[src/rtl/icache_pkg.sv]
// Shared types and default geometry for the instruction cache.
//   ICACHE_*        default cache geometry
//   icache_state_t  controller state
//   icache_line_t   one cache line (valid, tag, data) at the default geometry
package icache_pkg;

    localparam int unsigned ICACHE_ADDR_LEN   = 32;
    localparam int unsigned ICACHE_INST_LEN   = 32;
    localparam int unsigned ICACHE_LINE_BYTES = 16;
    localparam int unsigned ICACHE_NUM_LINES  = 4;
    localparam int unsigned ICACHE_LINE_BITS  = 8 * ICACHE_LINE_BYTES;
    localparam int unsigned ICACHE_TAG_BITS   =
        ICACHE_ADDR_LEN - $clog2(ICACHE_LINE_BYTES) - $clog2(ICACHE_NUM_LINES);

    typedef enum logic [0:0] {
        IC_IDLE,
        IC_MISS
    } icache_state_t;

    typedef struct packed {
        logic                        valid;
        logic [ICACHE_TAG_BITS-1:0]  tag;
        logic [ICACHE_LINE_BITS-1:0] data;
    } icache_line_t;

endpackage

[src/rtl/icache_line_array.sv]
// Storage for the direct-mapped cache lines.
//   clk                      clock
//   clear                    clears every valid bit at the edge (has priority over write)
//   wr_en/wr_idx/wr_tag/wr_data  synchronous line write, sets valid
//   rd_idx                   asynchronous read index
//   rd_valid/rd_tag/rd_data  contents of the addressed line
module icache_line_array #(
    parameter int unsigned NUM_LINES = 4,
    parameter int unsigned TAG_BITS  = 26,
    parameter int unsigned LINE_BITS = 128,
    localparam int unsigned IDX_BITS = $clog2(NUM_LINES)
) (
    input  logic                 clk,
    input  logic                 clear,
    input  logic                 wr_en,
    input  logic [IDX_BITS-1:0]  wr_idx,
    input  logic [TAG_BITS-1:0]  wr_tag,
    input  logic [LINE_BITS-1:0] wr_data,
    input  logic [IDX_BITS-1:0]  rd_idx,
    output logic                 rd_valid,
    output logic [TAG_BITS-1:0]  rd_tag,
    output logic [LINE_BITS-1:0] rd_data
);

    logic [NUM_LINES-1:0] valid_q;
    logic [TAG_BITS-1:0]  tag_q  [NUM_LINES];
    logic [LINE_BITS-1:0] data_q [NUM_LINES];

    always_ff @(posedge clk) begin
        if (clear) begin
            valid_q <= '0;
        end else if (wr_en) begin
            valid_q[wr_idx] <= 1'b1;
        end
    end

    // Tag/data need no reset: they are only ever observed through valid.
    always_ff @(posedge clk) begin
        if (wr_en) begin
            tag_q[wr_idx]  <= wr_tag;
            data_q[wr_idx] <= wr_data;
        end
    end

    assign rd_valid = valid_q[rd_idx];
    assign rd_tag   = tag_q[rd_idx];
    assign rd_data  = data_q[rd_idx];

endmodule

[src/rtl/icache.sv]
// Direct-mapped read-only instruction cache between fetch and main memory.
//   clk, rst                  clock, synchronous active-high reset
//   fet_req_in, fet_pc_in     fetch lookup request and byte address
//   fet_inst_out, fet_valid_out  hit data, valid in the same cycle
//   stall_ic_out              miss or fill in progress; fetch holds its PC
//   flush_in                  invalidate every line
//   mem_req_out, mem_addr_out line-fill request and line-aligned address
//   mem_ready_in, mem_line_in fill handshake and line data (word 0 in low bits)
module icache
    import icache_pkg::*;
#(
    parameter int unsigned ADDR_LEN   = ICACHE_ADDR_LEN,
    parameter int unsigned INST_LEN   = ICACHE_INST_LEN,
    parameter int unsigned LINE_BYTES = ICACHE_LINE_BYTES,
    parameter int unsigned NUM_LINES  = ICACHE_NUM_LINES
) (
    input  logic                    clk,
    input  logic                    rst,
    input  logic                    fet_req_in,
    input  logic [ADDR_LEN-1:0]     fet_pc_in,
    output logic [INST_LEN-1:0]     fet_inst_out,
    output logic                    fet_valid_out,
    output logic                    stall_ic_out,
    input  logic                    flush_in,
    output logic                    mem_req_out,
    output logic [ADDR_LEN-1:0]     mem_addr_out,
    input  logic                    mem_ready_in,
    input  logic [8*LINE_BYTES-1:0] mem_line_in
);

    localparam int unsigned LINE_BITS = 8 * LINE_BYTES;
    localparam int unsigned OFF       = $clog2(LINE_BYTES);
    localparam int unsigned IDX       = $clog2(NUM_LINES);
    localparam int unsigned TAG       = ADDR_LEN - OFF - IDX;
    localparam int unsigned WSEL_W    = (OFF > 2) ? OFF - 2 : 1;

    icache_state_t       state_q;
    logic                mem_req_q;
    logic [ADDR_LEN-1:0] mem_addr_q;
    logic                kill_q;

    logic [IDX-1:0]       rd_idx;
    logic [TAG-1:0]       pc_tag;
    logic                 rd_valid;
    logic [TAG-1:0]       rd_tag;
    logic [LINE_BITS-1:0] rd_data;
    logic [WSEL_W-1:0]    wsel;
    logic                 hit;
    logic                 lookup;
    logic                 wr_en;
    logic                 unused_pc;

    assign rd_idx    = fet_pc_in[OFF+IDX-1:OFF];
    assign pc_tag    = fet_pc_in[ADDR_LEN-1:OFF+IDX];
    assign unused_pc = ^fet_pc_in[1:0];

    if (OFF > 2) begin : g_wsel
        assign wsel = fet_pc_in[OFF-1:2];
    end else begin : g_wsel_single
        assign wsel = '0;
    end

    assign hit    = rd_valid && (rd_tag == pc_tag);
    assign lookup = !rst && (state_q == IC_IDLE) && fet_req_in;

    assign fet_valid_out = lookup && hit;
    assign fet_inst_out  = fet_valid_out ? rd_data[int'(wsel) * INST_LEN +: INST_LEN] : '0;
    assign stall_ic_out  = !rst && ((lookup && !hit) || (state_q == IC_MISS));
    assign mem_req_out   = mem_req_q;
    assign mem_addr_out  = mem_addr_q;

    // A flush seen at any point of the fill (including the delivery cycle) drops the data.
    assign wr_en = (state_q == IC_MISS) && mem_ready_in && !kill_q && !flush_in;

    icache_line_array #(
        .NUM_LINES (NUM_LINES),
        .TAG_BITS  (TAG),
        .LINE_BITS (LINE_BITS)
    ) u_lines (
        .clk      (clk),
        .clear    (rst || flush_in),
        .wr_en    (wr_en),
        .wr_idx   (mem_addr_q[OFF+IDX-1:OFF]),
        .wr_tag   (mem_addr_q[ADDR_LEN-1:OFF+IDX]),
        .wr_data  (mem_line_in),
        .rd_idx   (rd_idx),
        .rd_valid (rd_valid),
        .rd_tag   (rd_tag),
        .rd_data  (rd_data)
    );

    always_ff @(posedge clk) begin
        if (rst) begin
            state_q    <= IC_IDLE;
            mem_req_q  <= 1'b0;
            mem_addr_q <= '0;
            kill_q     <= 1'b0;
        end else begin
            unique case (state_q)
                IC_IDLE: begin
                    kill_q <= 1'b0;
                    if (fet_req_in && !hit) begin
                        state_q    <= IC_MISS;
                        mem_req_q  <= 1'b1;
                        mem_addr_q <= {fet_pc_in[ADDR_LEN-1:OFF], {OFF{1'b0}}};
                    end
                end
                IC_MISS: begin
                    if (flush_in) begin
                        kill_q <= 1'b1;
                    end
                    if (mem_ready_in) begin
                        state_q   <= IC_IDLE;
                        mem_req_q <= 1'b0;
                        kill_q    <= 1'b0;
                    end
                end
                default: state_q <= IC_IDLE;
            endcase
        end
    end

endmodule

[config.mk]
export PLATFORM = sky130hd
export DESIGN_NAME = icache
export DESIGN_NICKNAME = d
export VERILOG_FILES = /design/src/rtl/icache_pkg.sv /design/src/rtl/icache_line_array.sv /design/src/rtl/icache.sv
export SDC_FILE = /design/constraint.sdc
export NUM_CORES = 1
export LEC_CHECK = 0
export CORE_UTILIZATION = 50
export CTS_CLUSTER_DIAMETER = 100
export CTS_CLUSTER_SIZE = 12
export DETAILED_ROUTE_END_ITERATION = 7
export PLACE_DENSITY = 0.78
export SLEW_MARGIN = 20
export SYNTH_ARGS = -nofsm -noshare
export SYNTH_HDL_FRONTEND = slang
export SYNTH_SLANG_ARGS = --single-unit
export TNS_END_PERCENT = 50
[constraint.sdc]
create_clock -name clk -period 18.55 [get_ports clk]
set_input_delay 3.71 -clock clk [delete_from_list [all_inputs] [get_ports clk]]
set_output_delay 3.71 -clock clk [all_outputs]
set_load 0.05 [all_outputs]
# Yosys cells after proc, flatten, opt, wreduce, memory -nomap -nowiden
# Memory sizes are Yosys's and may differ from the RTL's.
# Index checks and enable logic that the tools add are counted.
# word_totals
word_cells	52
register_bits	35
n_memories	2
inputBits	165
out_inout_bits	67
ramBits	616
# op_classes
muxes	16
reduce_logical	19
shifts	1
order_cmp	3
n_eq_ne	4
n_bitwise	2
# mem_list
memory	depth	width	rd	rd_ports_with_merged_regs	wr	line	rtl
u_lines.data_q	4	128	1	0	1	icache_line_array.sv:27	logic [LINE_BITS-1:0] data_q [NUM_LINES];
u_lines.tag_q	4	26	1	0	1	icache_line_array.sv:26	logic [TAG_BITS-1:0] tag_q [NUM_LINES];
# op_table
op	n
indexed part select 128 x 8 -> 32 bit	1
two-way mux 32 bit	1
equality test 26 bit	1
logical AND 1 bit	11
two-way mux 1 bit	10
less-than comparator 2 x 3 -> 1 bit, second input constant	2
one-hot mux 1 bit (2 select lines)	3
logical NOT 1 bit	4
OR 4 bit	1
AND reduction 2 bit	2
inequality test 3 bit, second input constant	1
binary-select mux 1 bit (select 2 bit)	1
demux 1 bit (select 2 bit)	1
>= comparator 2 x 1 -> 1 bit, second input constant	1
logical OR 1 bit	2
inequality test 2 x 1 -> 1 bit, second input constant	1
inequality test 2 bit, second input constant	1
inverter 1 bit	1

# Depth between registers and ports, before layout
# Gate-level depths: netlist of the first run.
# depth
depth_word	7
mapped_depth	10
ltp_nobuf	6

# Modules after synthesis
# A second synthesis of the first run with hierarchy kept.
# unflattened
cells_unflattened	1157
hier_area_um2	25784.7
# by_module_without_submodules
module	instances	seq_area_each_um2	cells_per_inst	area_per_inst_um2
icache_line_array	1	18577.8	820	22381.5
icache	1	620.6	337	3403.3

# Worst setup path after synthesis of the first run
# OpenSTA, ideal clock, no wires.
# synth_timing
kind	input -> register
startpoint	input mem_ready_in
endpoint	memory u_lines.data_q[0][0], enable pin
path_buffers	0
cell_stages	3
setup_ns	0.891
setup_slack_ns	2.461
required_ns	17.659
arrival_ns	15.198
path_cell_list	nand2_1 > nor3_1 > nor3b_1
# synth_between
elab_chain_cells	5
# synth_lines
item	line	rtl
from (decl)	icache.sv:27	input logic mem_ready_in,
logical AND 1 bit (3 in a row)	icache.sv:73	assign wr_en = (state_q == IC_MISS) && mem_ready_in && !kill_q && !flush_in;
two-way mux 1 bit	icache_line_array.sv:39	if (wr_en) begin
two-way mux 1 bit (not written as such)	icache_line_array.sv:41	data_q[wr_idx] <= wr_data;
to (decl)	icache_line_array.sv:27	
# No other way between the ends.

# Worst setup path in the final report of the first run
# layout_timing
startpoint	input fet_pc_in[5]
endpoint	output fet_inst_out[0]
# layout_between
elab_chain_cells	5
word_cells_on_any_way	9
classes_between	eq/ne: 1; shift: 1; mux: 3; reduce/logical: 2; memory: 2
# layout_lines
item	line	rtl
from (decl)	icache.sv:20	input logic [ADDR_LEN-1:0] fet_pc_in,
parallel branches: the longest is 4 deep, another holds memory (4 x 128 bit)	-	
two-way mux 32 bit (*)	icache.sv:67	assign fet_inst_out = fet_valid_out ? rd_data[int'(wsel) * INST_LEN +: INST_LEN] : '0;
to (decl)	icache.sv:21	output logic [INST_LEN-1:0] fet_inst_out,
# Mark *: on every way between the ends. The select of a mux whose other input is x is not followed.

==> run summary, run 1 <==
Comb pwr share -> 6.7%
Unrepaired setup endpoints after global routing -> no
Multi-input logic area -> 6350 sq um
Vias in the first global route -> 13.1k
Synthesized area per cell -> 22.0 sq um
Biggest area consumer among synthesized cells -> edfxtp_1
Starting Density -> 50.6%
Initial antenna violation count -> 14
Final setup fails -> 0
Slew HR -> 26.2%
VDD IR max -> 0.0826 mV
Total power -> 2930 uW
F_max -> 0.0830 GHz
CTS tree -> done
Number of I/O port buffers -> 225
CTS H-tree lvls -> 2
Rows -> 83
Drt first pass iters -> 7
Setup ws final -> 6.51 ns
Area grow syn2layout -> 17.3%
Leakage -> 0.00961 uW
GRT Overall Usage -> 20.5%
DP Area -> 28800 sq um
Total Routed Length -> 53.5 mm
Clock share of power -> 37.4%
Switch share -> 20.8%
Die extent in x -> 230 um
Die Height -> 230 um
Final period utilization -> 64.9%
Via density -> 5.99
Setup crit start kind -> input pin
Post-synth EDFFs -> 616
Post-CTS Repair Setup Buffers -> 0
Top_reg_cell synth -> edfxtp_1
Skew-Pair Late Insertion Delay -> 0.63 ns
Critical path class -> input pin to output pin
Detail Route Antenna Nets -> 0
Detail Placement HPWL -> 30.1 mm
Min-Delay Path Class -> flop to flop
CTS Buf Count -> 60
Core area -> 51400 sq um
Register area share after synthesis -> 73.8%
Fin crit period -> 12.04 ns
Share of layout cells above drive strength 1 -> 23.9%
Arrival time at the worst endpoint -> 8.33 ns
Max Cap Viol -> 0
First-pass GRT wire length -> 81.1 mm
Filler cell count -> 3573
Max-slew violation count -> 0
Fin util -> 59.4%
Root buffer cell -> clkbuf_16
Clk sink count -> 651
Flop pwr share -> 55.9%
DP Worst Slack -> 6.49 ns
Pwr dens -> 95.9 nW/um^2
Pint -> 2320 uW
Max clock buf depth -> 3
Synthesis Warnings -> 0
Top Ports -> 232
Iter 0 DRT Violations -> 1015
Post-CTS Resized -> 0
Pin count of the biggest net entering global routing -> 150
DRC viols -> 0
Critical Path RT -> 14.84 ns
Vias -> 12.7k
Worst-path clk slew -> 0.06 ns
Design Area, Final -> 30500 sq um
Worst Setup End Kind -> output pin
Yosys top cell area share -> 71.1%
Async S/R FF share, synth -> 0%
Clock skew -> 0.0334 ns
Die area -> 53000 sq um
Synth Instances -> 1181
#FFs+latches synth -> 651
Final #Nets -> 1580
GPL Wtd Cong -> 0.807
Max Fanout on Critical Path -> 66
Worst-margin pin slew -> 1.11 ns
Register area -> 19200 sq um
Synth area leaders -> edfxtp_1 71%, mux4_2 15%, dfxtp_1 2.7%, nor3b_2 1.4%, o211ai_2 1.3%
Post-CTS Hold Buffers -> 0
Gr ovfl total -> 0
Routed WL per cell -> 25.2 um
Status -> finished clean
Post-synthesis cell area -> 26000 sq um
Sw power -> 608 uW
Post-synth cell types -> 52
Sum Neg Setup Slack -> 0 ns
Fin. Hold Viols -> 0
==> through the flow <==
stage | std cells | hold WS [ns]
2_1_floorplan | 1184 | 0.435
3_3_place_gp | 2033 | 0.443
3_5_place_dp | 2033 | 0.452
4_1_cts | 2117 | 0.469
5_1_grt | 2118 | 0.472
6_report | 2121 | 0.467
==> final cells by class <==
type / instances / share of cell area, %
timing repair buffer: 246 / 7.94
sequential: 651 / 62.9
tap: 680 / 2.79
inverter: 1 / 0.0123
clock inverter: 3 / 0.226
multi-input combinational: 455 / 20.8
antenna: 4 / 0.0328
clock buffer: 81 / 5.25
==> critical path, stage by stage <==
cell and delay [ns]:
buf_6 0.29, buf_4 0.81, mux4_2 0.43, xnor2_1 0.23, nand3_1 0.17, nor3_1 0.43, nand4b_4 0.84, nor3b_1 0.47
clkdlybuf4s50_1 0.86
==> synthesized netlist by cell type, types with 2 or more instances <==
| master | n |
|---|---|
| a21oi_1 | 2 |
| dfxtp_1 | 35 |
| nor3_1 | 4 |
| xnor2_1 | 18 |
| buf_1 | 10 |
| buf_12 | 4 |
| nand3_1 | 2 |
| xor2_1 | 4 |
| xnor2_2 | 7 |
| o22ai_1 | 2 |
| mux2i_1 | 15 |
| nor2_1 | 4 |
| o21a_1 | 4 |
| buf_6 | 11 |
| clkbuf_1 | 24 |
| nor3b_1 | 4 |
| mux4_2 | 179 |
| nand2b_1 | 3 |
| o211ai_2 | 27 |
| nor2b_1 | 8 |
| and2b_1 | 20 |
| buf_4 | 8 |
| buf_2 | 19 |
| nor4_1 | 2 |
| edfxtp_1 | 616 |
| and3b_1 | 3 |
| nand2_1 | 63 |
| nand4_1 | 4 |
| o2111ai_1 | 28 |
| nor3b_2 | 29 |
==> kinds of logic (layout without fill, tap and decap cells) <==
group,after synthesis,count (layout),share of synthesized area (%)
simple gates,155,155,4.12
compound gates,71,71,2.75
other cells,1,8,0.0144
mux,196,196,16.2
buf+inv,78,331,1.94
flops,651,651,73.8
xor+xnor,29,29,1.18
==> path summary, 6_finish.rpt <==
kind | depth (start not counted) | to | startpoint | slack, ns
worst max-delay path | 9 | fet_inst_out[0] | fet_pc_in[5] | 6.51
worst max register to register | 4 | u_lines.data_q[1][98]$_DFFE_PP_ | state_q$_SDFF_PP0_ | 15.43
worst min-delay path | 1 | u_lines.valid_q[3]$_SDFFE_PP0P_ | u_lines.valid_q[3]$_SDFFE_PP0P_ | 0.47
worst min register to register | 1 | u_lines.valid_q[3]$_SDFFE_PP0P_ | u_lines.valid_q[3]$_SDFFE_PP0P_ | 0.47
==> registers in the layout (all words and copies together), names as in the netlist <==
| register | cells |
|---|---|
| kill_q | 1 |
| state_q | 1 |
| u_lines.tag_q | 104 |
| mem_addr_out | 28 |
| u_lines.data_q | 512 |
| mem_req_out | 1 |
| u_lines.valid_q | 4 |
==> power by group through the flow <==
| stage | registers (uW) | clock network (uW) | logic (uW) |
|---|---|---|---|
| finish | 1640 | 1090 | 196 |
| global route | 1640 | 1170 | 208 |
| CTS | 1640 | 1120 | 198 |
| detailed placement | 1670 | 0 | 197 |
| global placement | 1660 | 0 | 194 |
| floorplan | 1680 | 0 | 100 |
==> metal layers <==
layer,GRT usage (%),vias to the layer above,wire length (um)
met1,27.7,6685,21600
met2,33.4,494,26700
met4,4.70,18,911
li1,-,5420,-
met3,5.62,87,4130
met5,0,-,120
==> cell usage in the layout, fill, tap and decap left out, types with 2 or more instances in the layout <==
cell type,n
xor2_1,4
o2111ai_1,28
o21a_1,4
buf_6,2
buf_4,19
nand3_1,2
xnor2_1,18
o211ai_2,27
a21oi_1,2
nor4_1,2
nand2b_1,3
dfxtp_1,35
clkbuf_16,61
nor3b_2,30
buf_2,2
and3b_4,2
clkdlybuf4s50_1,221
and2b_1,20
nor3_1,4
nor2_1,4
xnor2_2,7
clkinv_16,2
conb_1,4
mux2i_1,15
nand4_1,4
nor2b_1,8
mux4_2,179
edfxtp_1,616
nor3b_1,3
clkbuf_1,20
nand2_1,63
diode_2,4
o22ai_1,2
Note: power is estimated with default switching activity, not from simulation.
==> run 2: changes to the inputs <==
==> constraint.sdc (replaced) <==
create_clock -name clk -period 11.9 [get_ports clk]
set_input_delay 2.38 -clock clk [delete_from_list [all_inputs] [get_ports clk]]
set_output_delay 2.38 -clock clk [all_outputs]
set_load 0.05 [all_outputs]
==> run 2 against run 1 <==
  * Combinational power increased by 54%
  * Hold slack worse by 0.00086 ns
  * Final area barely moved
  * Sequential cell count stayed put
  * First-iteration DRC count grew 7.5%
  * Global-route usage decreased by 0.24 points
  * Sequential share of layout area barely moved
  * Clock power grew 56%
  * Largest power group unchanged
  * Total power rose by 55%
  * Clock-buffer cell count unchanged
  * Largest cell class unchanged
==> run summary, run 2 (same netlist as run 1, synthesis figures left out) <==
Flop2flop setup slack -> 8.06 ns (was 15.43 ns)
Pwr dens -> 149 nW/um^2 (was 95.9 nW/um^2)
Min-Delay Path Class -> flop to flop (unchanged)
Critical Path Max Stage Delay -> 0.91 ns (was 0.86 ns)
Leakage -> 0.00961 uW (about the same)
Root buffer cell -> clkbuf_16 (unchanged)
Number of I/O port buffers -> 225 (unchanged)
Vias -> 12.7k (about the same)
Skew-Pair Late Insertion Delay -> 0.63 ns (about the same)
Met1 global-route usage -> 27.9% (was 27.7%)
Commonest non-fill, non-tap cell in the layout -> edfxtp_1 (unchanged)
Total Routed Length -> 52.9 mm (was 53.5 mm)
VDD IR max -> 0.132 mV (was 0.0826 mV)
Design Area, Final -> 30500 sq um (about the same)
Area grow syn2layout -> 17.2% (was 17.3%)
Critical Path Most Common Cell -> buf_4
F_max -> 0.113 GHz
Post-CTS Hold Buffers -> 0 (unchanged)
Crit path to -> fet_inst_out[1] (was fet_inst_out[0])
Core area -> 51400 sq um (unchanged)
Starting Density -> 50.6% (unchanged)
Pin count of the biggest net entering global routing -> 72 (was 150)
Share of layout cells above drive strength 1 -> 24.0% (was 23.9%)
Die area -> 53000 sq um (unchanged)
Final #Nets -> 1582 (was 1580)
Arrival time at the worst endpoint -> 6.46 ns (was 8.33 ns)
Critical path class -> input pin to output pin (unchanged)
Max reg flops -> 512 (unchanged)
Global route hottest layer -> met2 (unchanged)
Finished Layout Cells -> 2123 (was 2121)
Detail Route Antenna Nets -> 0 (unchanged)
CTS Buf Count -> 60 (unchanged)
Clk sink count -> 651 (unchanged)
Gr ovfl total -> 0 (unchanged)
GRT Overall Usage -> 20.3% (was 20.5%)
DRC viols -> 0 (unchanged)
Crit-path cells -> buf_8 > buf_4 > a41oi_2 > nor4_2 > nand4b_4 > buf_4 > nor3b_1 > clkdlybuf4s50_1 (was buf_6 > buf_4 > mux4_2 > xnor2_1 > nand3_1 > nor3_1 > nand4b_4 > nor3b_1 > clkdlybuf4s50_1)
R2r endpoint -> u_lines.data_q[1][92]$_DFFE_PP_ (was u_lines.data_q[1][98]$_DFFE_PP_)
Worst Setup End Kind -> output pin (unchanged)
Routed WL per cell -> 24.9 um (was 25.2 um)
Max stage delay cell, worst path -> clkdlybuf4s50_1 (unchanged)
Worst-margin pin slew -> 0.989 ns (was 1.11 ns)
DP Area -> 28800 sq um (about the same)
Max clock buf depth -> 3 (unchanged)
Delay-heaviest family, CP -> buffers and inverters (unchanged)
CP Depth -> 8 (was 9)
Max Cap Viol -> 0 (unchanged)
Max-slew violation count -> 0 (unchanged)
Largest Register -> u_lines.data_q (unchanged)
Die Height -> 230 um (unchanged)
Setup crit start kind -> input pin (unchanged)
First-pass GRT wire length -> 80.4 mm (was 81.1 mm)
Via density -> 5.97 (was 5.99)
Commonest cells after routing, fill and taps aside -> 616 x edfxtp_1, 221 x clkdlybuf4s50_1, 179 x mux4_2, 62 x nand2_1, 60 x clkbuf_16 (was 616 x edfxtp_1, 221 x clkdlybuf4s50_1, 179 x mux4_2, 63 x nand2_1, 61 x clkbuf_16)
Post-CTS Resized -> 0 (unchanged)
Worst Reg-to-Reg Cells -> 5 (was 4)
Fin crit period -> 8.84 ns
Drt first pass iters -> 5 (was 7)
CP startpoint -> fet_pc_in[4] (was fet_pc_in[5])
Worst-path clk slew -> 0.06 ns (about the same)
Final period utilization -> 74.3%
Rows -> 83 (unchanged)
Worst r2r src -> state_q$_SDFF_PP0_ (unchanged)
Fin. Hold Viols -> 0 (unchanged)
CTS H-tree lvls -> 2 (unchanged)
Max Fanout on Critical Path -> 66 (unchanged)
Placed Instances -> 2035 (was 2033)
Filler cell count -> 3587 (was 3573)
Clock skew -> 0.0212 ns (was 0.0334 ns)
Slew HR -> 34.1% (was 26.2%)
Die extent in x -> 230 um (unchanged)
Critical Path RT -> 9.52 ns (was 14.84 ns)
Detail Placement HPWL -> 30.7 mm (was 30.1 mm)
Top Ports -> 232 (unchanged)
Total power -> 4550 uW (was 2930 uW)
Sum Neg Setup Slack -> 0 ns (unchanged)
Final setup fails -> 0 (unchanged)
Post-CTS Repair Setup Buffers -> 0 (unchanged)
Status -> finished clean (unchanged)
CTS tree -> done (unchanged)
Fin util -> 59.3% (was 59.4%)
Vias in the first global route -> 13.3k (was 13.1k)
Routing usage on met2 -> 31.9% (was 33.4%)
M3 GR Usage -> 5.83% (was 5.62%)
GPL Wtd Cong -> 0.792 (was 0.807)
Unrepaired setup endpoints after global routing -> no (unchanged)
WP buf/inv -> 4 (was 3)
Initial antenna violation count -> 18 (was 14)
Iter 0 DRT Violations -> 1091 (was 1015)
[run 2: cell type report]
cell class,count,area [sq um],area share [%]
clock buffers,81,1580,5.18
well taps,680,851,2.79
diodes,4,10.0,0.0328
multi-input cells,455,6360,20.9
inverters,1,3.75,0.0123
repair buffers,248,2420,7.94
flip-flops and latches,651,19200,63.0
clock inverters,3,61.3,0.201
[run 2: per-stage QoR]
stage          setup WS [ns]  hold WS [ns]
2_1_floorplan           2.68         0.435
3_3_place_gp            3.01         0.442
3_5_place_dp            2.92         0.454
4_1_cts                 2.90         0.469
5_1_grt                 2.71         0.481
6_report                3.06         0.466
[run 2: report_power, final]
group | leakage, uW | switching, uW | internal [uW]
Clock | 0.000791 | 779 | 916
Sequential | 0.00580 | 15.4 | 2530
Combinational | 0.00301 | 151 | 150
[run 2: per-layer routing]
metal / share of wire [%] / vias up
met5: 0.36 / -
met1: 41 / 6608
met4: 2.2 / 28
li1: - / 5421
met3: 8.2 / 116
met2: 48 / 498
[run 2: how the worst min path moves through the flow]
| stage | endpoint | from | depth (start not counted) | slack (ns) |
|---|---|---|---|---|
| 2_1_floorplan | u_lines.valid_q[3]$_SDFFE_PP0P_ | u_lines.valid_q[3]$_SDFFE_PP0P_ | 1 | 0.44 |
| 4_1_cts | u_lines.valid_q[0]$_SDFFE_PP0P_ | u_lines.valid_q[0]$_SDFFE_PP0P_ | 1 | 0.47 |
| 3_3_place_gp | u_lines.valid_q[3]$_SDFFE_PP0P_ | u_lines.valid_q[3]$_SDFFE_PP0P_ | 1 | 0.44 |
| 3_5_place_dp | u_lines.valid_q[0]$_SDFFE_PP0P_ | u_lines.valid_q[0]$_SDFFE_PP0P_ | 1 | 0.45 |
| 6_report | u_lines.valid_q[0]$_SDFFE_PP0P_ | u_lines.valid_q[0]$_SDFFE_PP0P_ | 1 | 0.47 |
| 5_1_grt | u_lines.valid_q[0]$_SDFFE_PP0P_ | u_lines.valid_q[0]$_SDFFE_PP0P_ | 1 | 0.48 |
[run 2: worst reg2reg max path: stages (launching register included)]
cell and delay, ns:
dfxtp_1 0.36, nand2_1 0.09, nor3_1 0.46, and3b_4 0.80
buf_4 0.82, buf_4 0.84
